===== config.mk =====
export PLATFORM = sky130hd
export DESIGN_NAME = seg_scan_decoder
export DESIGN_NICKNAME = d
export VERILOG_FILES = /design/src/rtl/display_pkg.sv /design/src/rtl/seg_glyph_decode.sv /design/src/rtl/seg_scan_decoder.sv
export SDC_FILE = /design/constraint.sdc
export NUM_CORES = 1
export LEC_CHECK = 0
export CAP_MARGIN = 15
export CORE_UTILIZATION = 24
export CTS_CLUSTER_DIAMETER = 120
export DETAILED_ROUTE_END_ITERATION = 16
export DONT_BUFFER_PORTS = 1
export RECOVER_POWER = 100
export SLEW_MARGIN = 20
export SYNTH_ARGS = -nofsm -noshare
export SYNTH_HDL_FRONTEND = slang
export SYNTH_HIERARCHICAL = 1
export SYNTH_SLANG_ARGS = --single-unit

===== constraint.sdc =====
create_clock -name clk -period 3.15 [get_ports clk]
set_input_delay 0.63 -clock clk [delete_from_list [all_inputs] [get_ports clk]]
set_output_delay 0.63 -clock clk [all_outputs]
set_load 0.02 [all_outputs]

===== src/rtl/display_pkg.sv =====
// Seven-segment encoding shared by the display driver and the scan decoder.
// Patterns are active-high, bit 0 = segment a through bit 6 = segment g.
package display_pkg;

  localparam int SEG_W = 7;
  localparam int SEG_A = 0;
  localparam int SEG_B = 1;
  localparam int SEG_C = 2;
  localparam int SEG_D = 3;
  localparam int SEG_E = 4;
  localparam int SEG_F = 5;
  localparam int SEG_G = 6;

  localparam logic [SEG_W-1:0] SEG_BLANK = 7'h00;

  function automatic logic [SEG_W-1:0] hex_to_seg(input logic [3:0] hex);
    logic [SEG_W-1:0] pat;
    case (hex)
      4'h0: pat = 7'h3F;
      4'h1: pat = 7'h06;
      4'h2: pat = 7'h5B;
      4'h3: pat = 7'h4F;
      4'h4: pat = 7'h66;
      4'h5: pat = 7'h6D;
      4'h6: pat = 7'h7D;
      4'h7: pat = 7'h07;
      4'h8: pat = 7'h7F;
      4'h9: pat = 7'h6F;
      4'hA: pat = 7'h77;
      4'hB: pat = 7'h7C;  // lower-case b
      4'hC: pat = 7'h39;
      4'hD: pat = 7'h5E;  // lower-case d
      4'hE: pat = 7'h79;
      default: pat = 7'h71;
    endcase
    return pat;
  endfunction

endpackage


===== src/rtl/seg_glyph_decode.sv =====
// Combinational reverse lookup of an active-high segment pattern into a hex
// digit; the all-off pattern is reported as a valid blank.
module seg_glyph_decode
  import display_pkg::*;
(
  input  logic [SEG_W-1:0] seg_i,
  output logic             valid_o,
  output logic             blank_o,
  output logic [3:0]       hex_o
);

  always_comb begin
    valid_o = 1'b0;
    blank_o = 1'b0;
    hex_o   = 4'h0;
    if (seg_i == SEG_BLANK) begin
      valid_o = 1'b1;
      blank_o = 1'b1;
    end else begin
      for (int i = 0; i < 16; i++) begin
        if (seg_i == hex_to_seg(4'(i))) begin
          valid_o = 1'b1;
          hex_o   = 4'(i);
        end
      end
    end
  end

endmodule


===== src/rtl/seg_scan_decoder.sv =====
// Monitors a multiplexed seven-segment bus, captures each anode slot once it
// has settled and publishes a coherent multi-digit snapshot per frame.
module seg_scan_decoder
  import display_pkg::*;
#(
  parameter int unsigned NUM_DIGITS     = 4,
  parameter int unsigned SETTLE_CYCLES  = 8,
  parameter bit          SEG_ACTIVE_LOW = 1'b1,
  parameter bit          AN_ACTIVE_LOW  = 1'b1
) (
  input  logic                    clk,
  input  logic                    resetBtn_n,
  input  logic [SEG_W-1:0]        seg_in,
  input  logic [NUM_DIGITS-1:0]   an_in,
  output logic [4*NUM_DIGITS-1:0] digit_out,
  output logic [NUM_DIGITS-1:0]   blank_out,
  output logic                    frame_done,
  output logic                    changed,
  output logic                    decode_err,
  output logic                    anode_err
);

  localparam int SLOT_W = (NUM_DIGITS > 1) ? $clog2(NUM_DIGITS) : 1;
  localparam logic [7:0] SETTLE_N = 8'(SETTLE_CYCLES);
  localparam logic [NUM_DIGITS-1:0] AN_ONE  = NUM_DIGITS'(1);
  localparam logic [NUM_DIGITS-1:0] AN_IDLE = AN_ACTIVE_LOW ? '1 : '0;
  localparam logic [SEG_W-1:0]      SEG_IDLE = SEG_ACTIVE_LOW ? '1 : '0;

  typedef enum logic [1:0] {S_IDLE, S_SETTLE, S_CAPTURE, S_HOLD} state_e;

  logic [SEG_W-1:0]      seg_s1_q, seg_s2_q;
  logic [NUM_DIGITS-1:0] an_s1_q, an_s2_q;
  logic [SEG_W-1:0]      seg_n;
  logic [NUM_DIGITS-1:0] an_n;
  logic                  an_multi, an_onehot;
  logic [SLOT_W-1:0]     slot_idx;

  state_e                state_q, state_d;
  logic [7:0]            cnt_q, cnt_d;
  logic [NUM_DIGITS-1:0] an_q, an_d;
  logic [SLOT_W-1:0]     slot_q, slot_d;
  logic [SEG_W-1:0]      seg_q, seg_d;
  logic                  restart;

  logic                  capture_en, frame_cmt;
  logic [NUM_DIGITS-1:0] seen_q, seen_d;
  logic [NUM_DIGITS-1:0][3:0] shadow_dig_q, digit_q;
  logic [NUM_DIGITS-1:0] shadow_blank_q, blank_q;
  logic                  frame_done_q, changed_q, decode_err_q, anode_err_q;

  logic                  g_valid, g_blank;
  logic [3:0]            g_hex;

  // Synchronisers idle at the inactive bus level so reset release is quiet
  always_ff @(posedge clk or negedge resetBtn_n) begin
    if (!resetBtn_n) begin
      seg_s1_q <= SEG_IDLE;
      seg_s2_q <= SEG_IDLE;
      an_s1_q  <= AN_IDLE;
      an_s2_q  <= AN_IDLE;
    end else begin
      seg_s1_q <= seg_in;
      seg_s2_q <= seg_s1_q;
      an_s1_q  <= an_in;
      an_s2_q  <= an_s1_q;
    end
  end

  assign seg_n     = SEG_ACTIVE_LOW ? ~seg_s2_q : seg_s2_q;
  assign an_n      = AN_ACTIVE_LOW  ? ~an_s2_q  : an_s2_q;
  assign an_multi  = |(an_n & (an_n - AN_ONE));
  assign an_onehot = (an_n != '0) && !an_multi;

  always_comb begin
    slot_idx = '0;
    for (int i = 0; i < NUM_DIGITS; i++) begin
      if (an_n[i]) slot_idx = SLOT_W'(i);
    end
  end

  // FSM state register
  always_ff @(posedge clk or negedge resetBtn_n) begin
    if (!resetBtn_n) begin
      state_q <= S_IDLE;
      cnt_q   <= '0;
      an_q    <= '0;
      slot_q  <= '0;
      seg_q   <= '0;
    end else begin
      state_q <= state_d;
      cnt_q   <= cnt_d;
      an_q    <= an_d;
      slot_q  <= slot_d;
      seg_q   <= seg_d;
    end
  end

  // FSM next state; restart re-evaluates the current sample as if idle
  always_comb begin
    state_d = state_q;
    cnt_d   = cnt_q;
    an_d    = an_q;
    slot_d  = slot_q;
    seg_d   = seg_q;
    restart = 1'b0;
    case (state_q)
      S_IDLE:    restart = 1'b1;
      S_SETTLE: begin
        if (an_n == an_q && seg_n == seg_q) begin
          cnt_d = cnt_q + 8'd1;
          if (cnt_d == SETTLE_N) state_d = S_CAPTURE;
        end else begin
          restart = 1'b1;
        end
      end
      S_CAPTURE: state_d = S_HOLD;
      S_HOLD:    if (an_n != an_q) restart = 1'b1;
      default:   state_d = S_IDLE;
    endcase
    if (restart) begin
      state_d = S_IDLE;
      cnt_d   = '0;
      if (an_onehot) begin
        an_d    = an_n;
        slot_d  = slot_idx;
        seg_d   = seg_n;
        cnt_d   = 8'd1;
        state_d = (SETTLE_N == 8'd1) ? S_CAPTURE : S_SETTLE;
      end
    end
  end

  seg_glyph_decode u_glyph (
    .seg_i   (seg_q),
    .valid_o (g_valid),
    .blank_o (g_blank),
    .hex_o   (g_hex)
  );

  // FSM outputs and frame bookkeeping
  always_comb begin
    capture_en = (state_q == S_CAPTURE);
    frame_cmt  = &seen_q;
    seen_d     = frame_cmt ? '0 : seen_q;
    if (capture_en && g_valid) seen_d[slot_q] = 1'b1;
  end

  always_ff @(posedge clk or negedge resetBtn_n) begin
    if (!resetBtn_n) begin
      seen_q         <= '0;
      shadow_dig_q   <= '0;
      shadow_blank_q <= '0;
      digit_q        <= '0;
      blank_q        <= '0;
      frame_done_q   <= 1'b0;
      changed_q      <= 1'b0;
      decode_err_q   <= 1'b0;
      anode_err_q    <= 1'b0;
    end else begin
      seen_q       <= seen_d;
      frame_done_q <= frame_cmt;
      changed_q    <= frame_cmt &&
                      ({shadow_dig_q, shadow_blank_q} != {digit_q, blank_q});
      decode_err_q <= capture_en && !g_valid;
      anode_err_q  <= an_multi;
      if (frame_cmt) begin
        digit_q <= shadow_dig_q;
        blank_q <= shadow_blank_q;
      end
      // A blank capture keeps the previous digit value in the shadow
      if (capture_en && g_valid) begin
        shadow_blank_q[slot_q] <= g_blank;
        if (!g_blank) shadow_dig_q[slot_q] <= g_hex;
      end
    end
  end

  assign digit_out  = digit_q;
  assign blank_out  = blank_q;
  assign frame_done = frame_done_q;
  assign changed    = changed_q;
  assign decode_err = decode_err_q;
  assign anode_err  = anode_err_q;

endmodule


==> results of run 1 <==
-- worst min path at each step --
stage,from,end
floorplan,resetBtn_n,an_q[0]$_DFFE_PN0P_
global placement,resetBtn_n,seg_q[2]$_DFFE_PN0P_
detailed placement,resetBtn_n,seg_q[6]$_DFFE_PN0P_
CTS,resetBtn_n,seg_s1_q[4]$_DFF_PN1_
global route,resetBtn_n,seg_s2_q[4]$_DFF_PN1_
finish,resetBtn_n,seg_s1_q[4]$_DFF_PN1_
-- registers in the layout, indices dropped and copies added, names as in the netlist, 4 cells and up --
register        cells
cnt_q               8
seg_s1_q            7
seen_q              4
digit_out          16
an_s2_q             4
blank_out           4
seg_s2_q            7
an_q                4
shadow_blank_q      4
an_s1_q             4
seg_q               7
shadow_dig_q       16
-- area by class of cell --
type,instances,area [µm²],share of cell area
Clock buffer,9,225,0.0475
Tap cell,225,282,0.0593
Sequential cell,93,2350,0.496
Multi-Input combinational cell,272,1730,0.365
Timing Repair Buffer,4,23.8,0.00501
Clock inverter,7,68.8,0.0145
Inverter,16,60.1,0.0127
-- power by group --
group	switching, mW	internal, mW	total [mW]
Combinational	0.134	0.101	0.236
Clock	0.508	0.555	1.06
Sequential	0.105	1.26	1.36
Total	0.747	1.91	2.66
-- per-stage QoR --
step | area (µm²) | cells | setup WS, ns
2_1_floorplan | 4300 | 398 | 0.540
3_3_place_gp | 4470 | 609 | 0.532
3_5_place_dp | 4470 | 609 | 0.456
4_1_cts | 4790 | 626 | 0.453
5_1_grt | 4750 | 626 | 0.191
6_report | 4750 | 626 | 0.409
-- worst max-delay path: cells and delay by family (launching register included) --
kind            cells  cell delay [ns]
xor+xnor            1             0.18
flops               1             0.68
compound gates      1             0.75
mux                 1             0.41
simple gates        2             0.62
-- logic make-up after synthesis --
family,after synthesis,synth area share
compound gates,47,0.0743
xor+xnor,36,0.0734
fa+ha+maj,1,0.00291
buf+inv,33,0.0437
flops,93,0.548
mux,30,0.0760
simple gates,158,0.182
-- layer usage --
metal	vias to the layer above	track usage
met5	-	0
met4	0	0.0362
met3	8	0.0322
met2	54	0.157
met1	1392	0.134
li1	1370	-
-- Yosys cell counts (all sizes together), types with 2 or more instances --
cell type   n
a21oi      11
mux2       21
or3         4
and2        4
clkbuf      9
xor2       21
nor3b       4
dfstp      22
a31oi       5
a22o        3
a21o        2
nand2      82
dfrtp      71
nor2       12
buf         8
o31ai       2
nor3        9
nand3       8
mux2i       9
nand2b      4
and4        3
inv        16
nand3b      4
o21ai      12
nand4      11
a211oi      2
o32ai       2
nor4        7
o21a        2
xnor2      15
-- cells in the final DEF (no fill, tap or decap), types with 3 or more instances in the layout --
master	Yosys	routed
nand2_1	82	82
xor2_1	21	21
nand2b_1	4	4
dfstp_2	22	21
nor3b_1	4	4
xnor2_1	15	15
nand3_1	8	8
o21ai_0	12	12
or3_1	4	4
mux2i_1	9	9
inv_1	16	16
a31oi_1	5	5
nand4_1	10	11
a21oi_1	11	11
dfrtp_1	71	71
clkbuf_16	0	9
nor4_1	7	7
nand3b_1	4	4
mux2_2	21	21
nor2_1	10	11
nor3_1	9	9
a22o_2	3	3
-- timing repair --
action / 4_1_cts / 5_1_grt
buffers inserted: 0 / 0
hold buffers: 1 / 0
endpoints found under the hold margin: 71 / 0
==> flow_summary.json, run 1 <==
{
  "async_flop_share": 1.00,
  "dp_hpwl_um": 6020,
  "routed_wl_um": 8750,
  "wl_met1_um": 4120,
  "dieArea_um2": 18400,
  "htreeDepth": 3,
  "synth_edf_count": 0,
  "worstSetupPathType": "flop to flop",
  "hold_viol": 0,
  "post_cts_resized": 0,
  "report.power.total_mw": 2.66,
  "worst_setup_path_end_kind": "flop",
  "die_x_um": 136,
  "drv_cap": 1,
  "grt_pass1_vias": 2780,
  "skew_ns": 0.0121,
  "fin_crit_sh": 0.870,
  "drc": 0,
  "cp_slowest_cell": "o21bai_2",
  "wl_met3_um": 431,
  "synth_top_area_cell": "dfrtp_1",
  "crit_chain": "xor2_1, nand4_1, and2_0, o21bai_2, mux2_2",
  "synth.avg_cell_area_um2": 10.8,
  "grt_usage": 0.102,
  "synth.area.top_cells": "dfrtp_1, dfstp_2, nand2_1, mux2_2, xor2_1",
  "dr.pass1.iters": 4,
  "gp_congestion": 0.841,
  "fin_crit_ns": 2.74,
  "slew_headroom": -0.204,
  "antenna_found_initial": 0,
  "hold_slack_ns": 0.117,
  "grt_max_degree": 72,
  "io_pins": 37,
  "n_antenna_cell": 0,
  "cts_tree": "yes",
  "cts_buffers": 9,
  "synth-seq-area-share": 0.548,
  "rrSetupSlack_ns": 0.41,
  "worstHoldPathType": "input pin to asynchronous set/reset pin",
  "start_util": 0.247,
  "nNetsFinal": 410,
  "r2r_end": "slot_q[0]$_DFFE_PN0P_",
  "yosys_warnings": 6,
  "reg2reg_from": "an_s2_q[1]$_DFF_PN1_",
  "worstPathMaxFanout": 13,
  "crit_path_start": "an_s2_q[1]$_DFF_PN1_",
  "syn-instance-count": 398,
  "cp-start-kind": "flop",
  "wl_per_cell_um": 14.0,
  "netlist.area_leader.share": 0.414,
  "coreArea_um2": 17400,
  "status": "finished with violations",
  "ys_types": 51,
  "drtIter0Drc": 163,
  "setup_violations": 0,
  "met2_length_um": 4110,
  "grt_overflow": 0,
  "route.vias.total": 2824,
  "worst_slew_pin_slew_ns": 1.81,
  "tns_ns": 0,
  "clock_latency_ns": 0.35,
  "p_per_area_nw_per_um2": 561,
  "antenna_left": 0,
  "layout-drive-gt1-share": 0.175,
  "synth_nets": 412,
  "final_util": 0.272,
  "dr.max_layer_used": "met4",
  "num_rows": 48,
  "numPortBuffers": 0,
  "cts.path.max_buffers": 2,
  "p_leak_nw": 2.21,
  "clk_pin_slew_worst_paths_ns": 0.08,
  "reg2regPathDepth": 5,
  "violations": "capacitance limit, slew limit",
  "cp-endpoint": "slot_q[0]$_DFFE_PN0P_",
  "fillCellCount": 1819,
  "worstPathArrival_ns": 2.98,
  "slowest_delay_ns": 0.75,
  "max-vdd-ir-drop_v": 0.000260,
  "drv_slew": 72,
  "synth-seq-cells": 93,
  "cts_sinks": 93,
  "syn2layout_area_growth_pct": 10.5,
  "die_y_um": 136,
  "synth_flop_cell": "dfrtp_1",
  "cp_data_required_time_ns": 3.39,
  "syn_area_um2": 4300,
  "via_per_inst": 4.51,
  "grt_pass1_wl_um": 14600,
  "rsz0062_at_grt": "false",
  "timing.fmax_mhz": 365,
  "clockRootBuffer": "clkbuf_16"
}
Note: power is estimated with default switching activity, not from simulation.
==> run 2, diff against run 1 <==
--- a/config.mk
+++ b/config.mk
@@ -6,11 +6,13 @@
 export NUM_CORES = 1
 export LEC_CHECK = 0
 export CAP_MARGIN = 15
+export CORE_MARGIN = 2
 export CORE_UTILIZATION = 24
 export CTS_CLUSTER_DIAMETER = 120
 export DETAILED_ROUTE_END_ITERATION = 16
 export DONT_BUFFER_PORTS = 1
 export RECOVER_POWER = 100
+export SKIP_CTS_REPAIR_TIMING = 1
 export SLEW_MARGIN = 20
 export SYNTH_ARGS = -nofsm -noshare
 export SYNTH_HDL_FRONTEND = slang
==> run 2 against run 1 <==
- the run still ends with capacitance limit, slew limit left
- count of clock-buffer cells in the layout unchanged
- critical endpoint is now shadow_dig_q[10]$_DFFE_PN0P_
- via count increased by 0.74%
- largest power group unchanged
- critical path depth increased by 3
- clock skew decreased by 0.0033 ns
- first-iteration DRC count increased by 21%
- global-route usage decreased by 0.35 points
==> flow_summary.json, run 2 (same netlist as run 1, synthesis figures left out) <==
{
  "status": "finished with violations",
  "violations": "capacitance limit, slew limit",
  "slew_headroom": -0.178,
  "layout-drive-gt1-share": 0.170,
  "worstHoldPathType": "input pin to asynchronous set/reset pin",
  "nNetsFinal": 410,
  "dieArea_um2": 19000,
  "crit_buf_inv": 0,
  "multi_input_area_um2": 1730,
  "timing.fmax_mhz": 356,
  "num_rows": 48,
  "hold_viol": 0,
  "grt_pass1_wl_um": 14500,
  "cp_data_required_time_ns": 3.39,
  "clock_latency_ns": 0.35,
  "drv_slew": 72,
  "gp_congestion": 0.849,
  "fillCellCount": 1817,
  "io_pins": 37,
  "fin_crit_ns": 2.81,
  "die_y_um": 138,
  "route.vias.total": 2845,
  "wl_per_cell_um": 14.0,
  "clockRootBuffer": "clkbuf_16",
  "die_x_um": 138,
  "grt_pass1_vias": 2854,
  "via_per_inst": 4.55,
  "hold_slack_ns": 0.123,
  "final_cell_mix": "nand2_1, dfrtp_1, xor2_1, mux2_2, dfstp_2",
  "clk_pin_slew_worst_paths_ns": 0.07,
  "cts_tree": "yes",
  "final_common_cell": "nand2_1",
  "grt_usage": 0.0988,
  "dp_hpwl_um": 6120,
  "n_antenna_cell": 0,
  "antenna_left": 0,
  "start_util": 0.247,
  "path_delay_family": "simple AND/OR/NAND/NOR gates",
  "seq_area_um2": 2350,
  "cp_slowest_cell": "dfrtp_1",
  "worstPathMaxFanout": 15,
  "worstPathArrival_ns": 3.05,
  "final_util": 0.273,
  "drtIter0Drc": 198,
  "worst_setup_path_end_kind": "flop",
  "cts.path.max_buffers": 2,
  "numPortBuffers": 0,
  "setup_violations": 0,
  "grt_overflow": 0,
  "antenna_found_initial": 0,
  "worstSetupPathType": "flop to flop",
  "drc": 0,
  "skew_ns": 0.00881,
  "fin_crit_sh": 0.892,
  "max-vdd-ir-drop_v": 0.000285,
  "rsz0062_at_grt": "false",
  "worst_slew_pin_slew_ns": 1.77,
  "tns_ns": 0,
  "cp-start-kind": "flop",
  "p_leak_nw": 2.22,
  "slowest_delay_ns": 0.63,
  "cts_sinks": 93,
  "drv_cap": 1,
  "cts_buffers": 9,
  "htreeDepth": 3,
  "syn2layout_area_growth_pct": 10.5,
  "dr.pass1.iters": 4,
  "crit_chain": "nand3b_1, o32ai_1, nor2_1, nand3_1, nand3b_1, or3_1, nor2_1, mux2_2",
  "grt_max_degree": 94,
  "coreArea_um2": 17400,
  "p_per_area_nw_per_um2": 568,
  "routed_wl_um": 8780
}
## run 2: metal layers
metal / track usage / part of all wire / up-vias
li1: - / - / 1367
met1: 0.126 / 0.45 / 1393
met4: 0.0391 / 0.018 / 0
met2: 0.156 / 0.48 / 71
met3: 0.0302 / 0.059 / 14
met5: 0 / 0 / -
## run 2: per-stage QoR
| step | cells | total power [mW] | setup WS [ns] | cell area, µm² |
|---|---|---|---|---|
| detailed placement | 609 | 1.61 | 0.450 | 4470 |
| global route | 625 | 2.83 | 0.170 | 4750 |
| floorplan | 398 | 1.57 | 0.540 | 4300 |
| finish | 625 | 2.70 | 0.341 | 4750 |
| global placement | 609 | 1.60 | 0.513 | 4470 |
| CTS | 624 | 2.73 | 0.442 | 4770 |
## run 2: where the power goes
part	internal, mW	switching [mW]
Clock	0.619	0.477
Sequential	1.26	0.105
Combinational	0.103	0.134
Total	1.98	0.716
## run 2: final cells by class
cell class	instances	share of cell area
Sequential cell	93	0.496
Multi-Input combinational cell	272	0.365
Tap cell	225	0.0593
Clock buffer	9	0.0474
Clock inverter	6	0.0148
Inverter	16	0.0126
Timing Repair Buffer	4	0.00501
## run 2: path summary, 6_finish.rpt
kind | startpoint | endpoint | slack [ns] | depth (start not counted)
worst max-delay path | seg_q[2]$_DFFE_PN0P_ | shadow_dig_q[10]$_DFFE_PN0P_ | 0.34 | 8
worst min-delay path | resetBtn_n | an_s1_q[3]$_DFF_PN1_ | 0.12 | 0
worst max register to register | seg_q[2]$_DFFE_PN0P_ | shadow_dig_q[10]$_DFFE_PN0P_ | 0.34 | 8
worst min register to register | an_s1_q[2]$_DFF_PN1_ | an_s2_q[2]$_DFF_PN1_ | 0.36 | 0
max in group asynchronous | resetBtn_n | seg_q[2]$_DFFE_PN0P_ | 1.36 | 1
min in group clk | an_in[0] | an_s1_q[0]$_DFF_PN1_ | 0.27 | 0
## run 2: worst reg2reg max path, stage by stage, from the launching register on
cell	delay [ns]
dfrtp_1	0.63
nand3b_1	0.22
o32ai_1	0.40
nor2_1	0.12
nand3_1	0.11
nand3b_1	0.15
or3_1	0.41
nor2_1	0.29
mux2_2	0.38
==> run 3, diff against run 2 <==
==> constraint.sdc (replaced) <==
create_clock -name clk -period 3 [get_ports clk]
set_input_delay 0.6 -clock clk [delete_from_list [all_inputs] [get_ports clk]]
set_output_delay 0.6 -clock clk [all_outputs]
set_load 0.02 [all_outputs]
==> run 3 against run 2 <==
- the flow still finishes with violations (capacitance limit, slew limit)
- via count about the same
- sequential power grew 5%
- fmax up 2.9%
- die area is the same
- global-route usage down 0.22 points
==> flow_summary.json, run 3 (same netlist as run 1, synthesis figures left out) <==
{
  "grt_pass1_wl_um": 14100,
  "dieArea_um2": 19000,
  "wl_per_cell_um": 13.7,
  "final_area_um2": 4760,
  "use_met1": 0.125,
  "routed_wl_um": 8600,
  "layout-drive-gt1-share": 0.179,
  "slew_headroom": -0.184,
  "power_frac_comb": 0.089,
  "htreeDepth": 3,
  "crit_chain": "or4_4, a211oi_2, nor4_1, nand3_1, nand3b_1, or3_1, nor2_2, mux2_2",
  "worst_slew_pin_slew_ns": 1.78,
  "switching_share": 0.274,
  "grt_pass1_vias": 2708,
  "antenna_found_initial": 0,
  "syn2layout_area_growth_pct": 10.8,
  "switching_power_mw": 0.768,
  "gp_congestion": 0.870,
  "p_int_mw": 2.04,
  "cp_slowest_cell": "or4_4",
  "io_pins": 37,
  "grt_use_met3": 0.0379,
  "tns_ns": 0,
  "rrSetupSlack_ns": 0.27,
  "p_per_area_nw_per_um2": 589,
  "cts.path.max_buffers": 2,
  "grt_overflow": 0,
  "final_util": 0.273,
  "numPortBuffers": 0,
  "coreArea_um2": 17400,
  "cts_buffers": 9,
  "start_util": 0.247,
  "cts_tree": "yes",
  "seq_area_um2": 2350,
  "final_common_cell": "nand2_1",
  "worstHoldPathType": "input pin to asynchronous set/reset pin",
  "drc": 0,
  "nNetsFinal": 411,
  "report.power.total_mw": 2.80,
  "status": "finished with violations",
  "crit_buf_inv": 0,
  "dr.pass1.iters": 4,
  "die_x_um": 138,
  "drtIter0Drc": 209,
  "max-vdd-ir-drop_v": 0.000283,
  "final_cell_mix": "nand2_1, dfrtp_1, xor2_1, mux2_2, dfstp_2",
  "path_delay_family": "simple AND/OR/NAND/NOR gates",
  "die_y_um": 138,
  "placed_area_um2": 4480,
  "route.vias.total": 2847,
  "worstPathArrival_ns": 2.97,
  "drv_slew": 72,
  "cts_sinks": 93,
  "setup_violations": 0,
  "fin_ws_ns": 0.270,
  "rsz0062_at_grt": "false",
  "cp-start-kind": "flop",
  "place_ws_ns": 0.300,
  "cp_data_required_time_ns": 3.24,
  "via_per_inst": 4.54,
  "clk_pin_slew_worst_paths_ns": 0.07,
  "grt_usage": 0.0966,
  "violations": "capacitance limit, slew limit",
  "hold_viol": 0,
  "dp_hpwl_um": 5950,
  "clockRootBuffer": "clkbuf_16",
  "grt_max_degree": 94,
  "worst_setup_path_end_kind": "flop",
  "seqPwrFrac": 0.511,
  "grt_use_met2": 0.150,
  "worstSetupPathType": "flop to flop",
  "fillCellCount": 1837,
  "fin_crit_sh": 0.910,
  "p_leak_nw": 2.23,
  "pwr-share-clk": 0.400,
  "skew_ns": 0.0119,
  "fin_crit_ns": 2.73,
  "multi_input_area_um2": 1740,
  "num_rows": 48,
  "n_antenna_cell": 0,
  "timing.fmax_mhz": 366,
  "grt_busiest_layer": "met2",
  "worstPathMaxFanout": 12,
  "clock_latency_ns": 0.35,
  "antenna_left": 0,
  "slowest_delay_ns": 0.58,
  "drv_cap": 1
}
==> run 3: power groups by stage <==
stage	clock network, mW	registers [mW]	logic, mW
2_1_floorplan	0	1.39	0.260
5_1_grt	1.23	1.44	0.283
3_3_place_gp	0	1.45	0.230
6_report	1.12	1.43	0.249
3_5_place_dp	0	1.45	0.235
4_1_cts	1.17	1.43	0.236
==> run 3: layout make-up <==
class / instances / share of cell area
sequential: 93 / 0.494
multi-input combinational: 272 / 0.365
tap: 225 / 0.0591
clock buffer: 10 / 0.0502
clock inverter: 6 / 0.0129
inverter: 16 / 0.0126
timing repair buffer: 5 / 0.00578
==> run 3: final timing paths <==
kind | from | to | cells after the start
worst min-delay path | resetBtn_n | seg_s1_q[3]$_DFF_PN1_ | 0
min in group clk | an_in[1] | an_s1_q[1]$_DFF_PN1_ | 0
worst min register to register | seg_s1_q[6]$_DFF_PN1_ | seg_s2_q[6]$_DFF_PN1_ | 0
max in group asynchronous | resetBtn_n | digit_out[4]$_DFFE_PN0P_ | 1
worst max register to register | seg_q[5]$_DFFE_PN0P_ | shadow_dig_q[11]$_DFFE_PN0P_ | 8
worst max-delay path | seg_q[5]$_DFFE_PN0P_ | shadow_dig_q[11]$_DFFE_PN0P_ | 8
==> run 3: per-layer routing <==
metal,part of all wire,vias to the layer above
met5,0,-
met4,0.010,0
met3,0.054,5
met2,0.48,58
met1,0.46,1420
li1,-,1364
==> run 3: per-stage QoR <==
step | std cells | hold WS (ns)
floorplan | 398 | 0.304
global placement | 610 | 0.312
detailed placement | 610 | 0.313
CTS | 626 | -0.0681
global route | 627 | 0.0680
finish | 627 | 0.0942
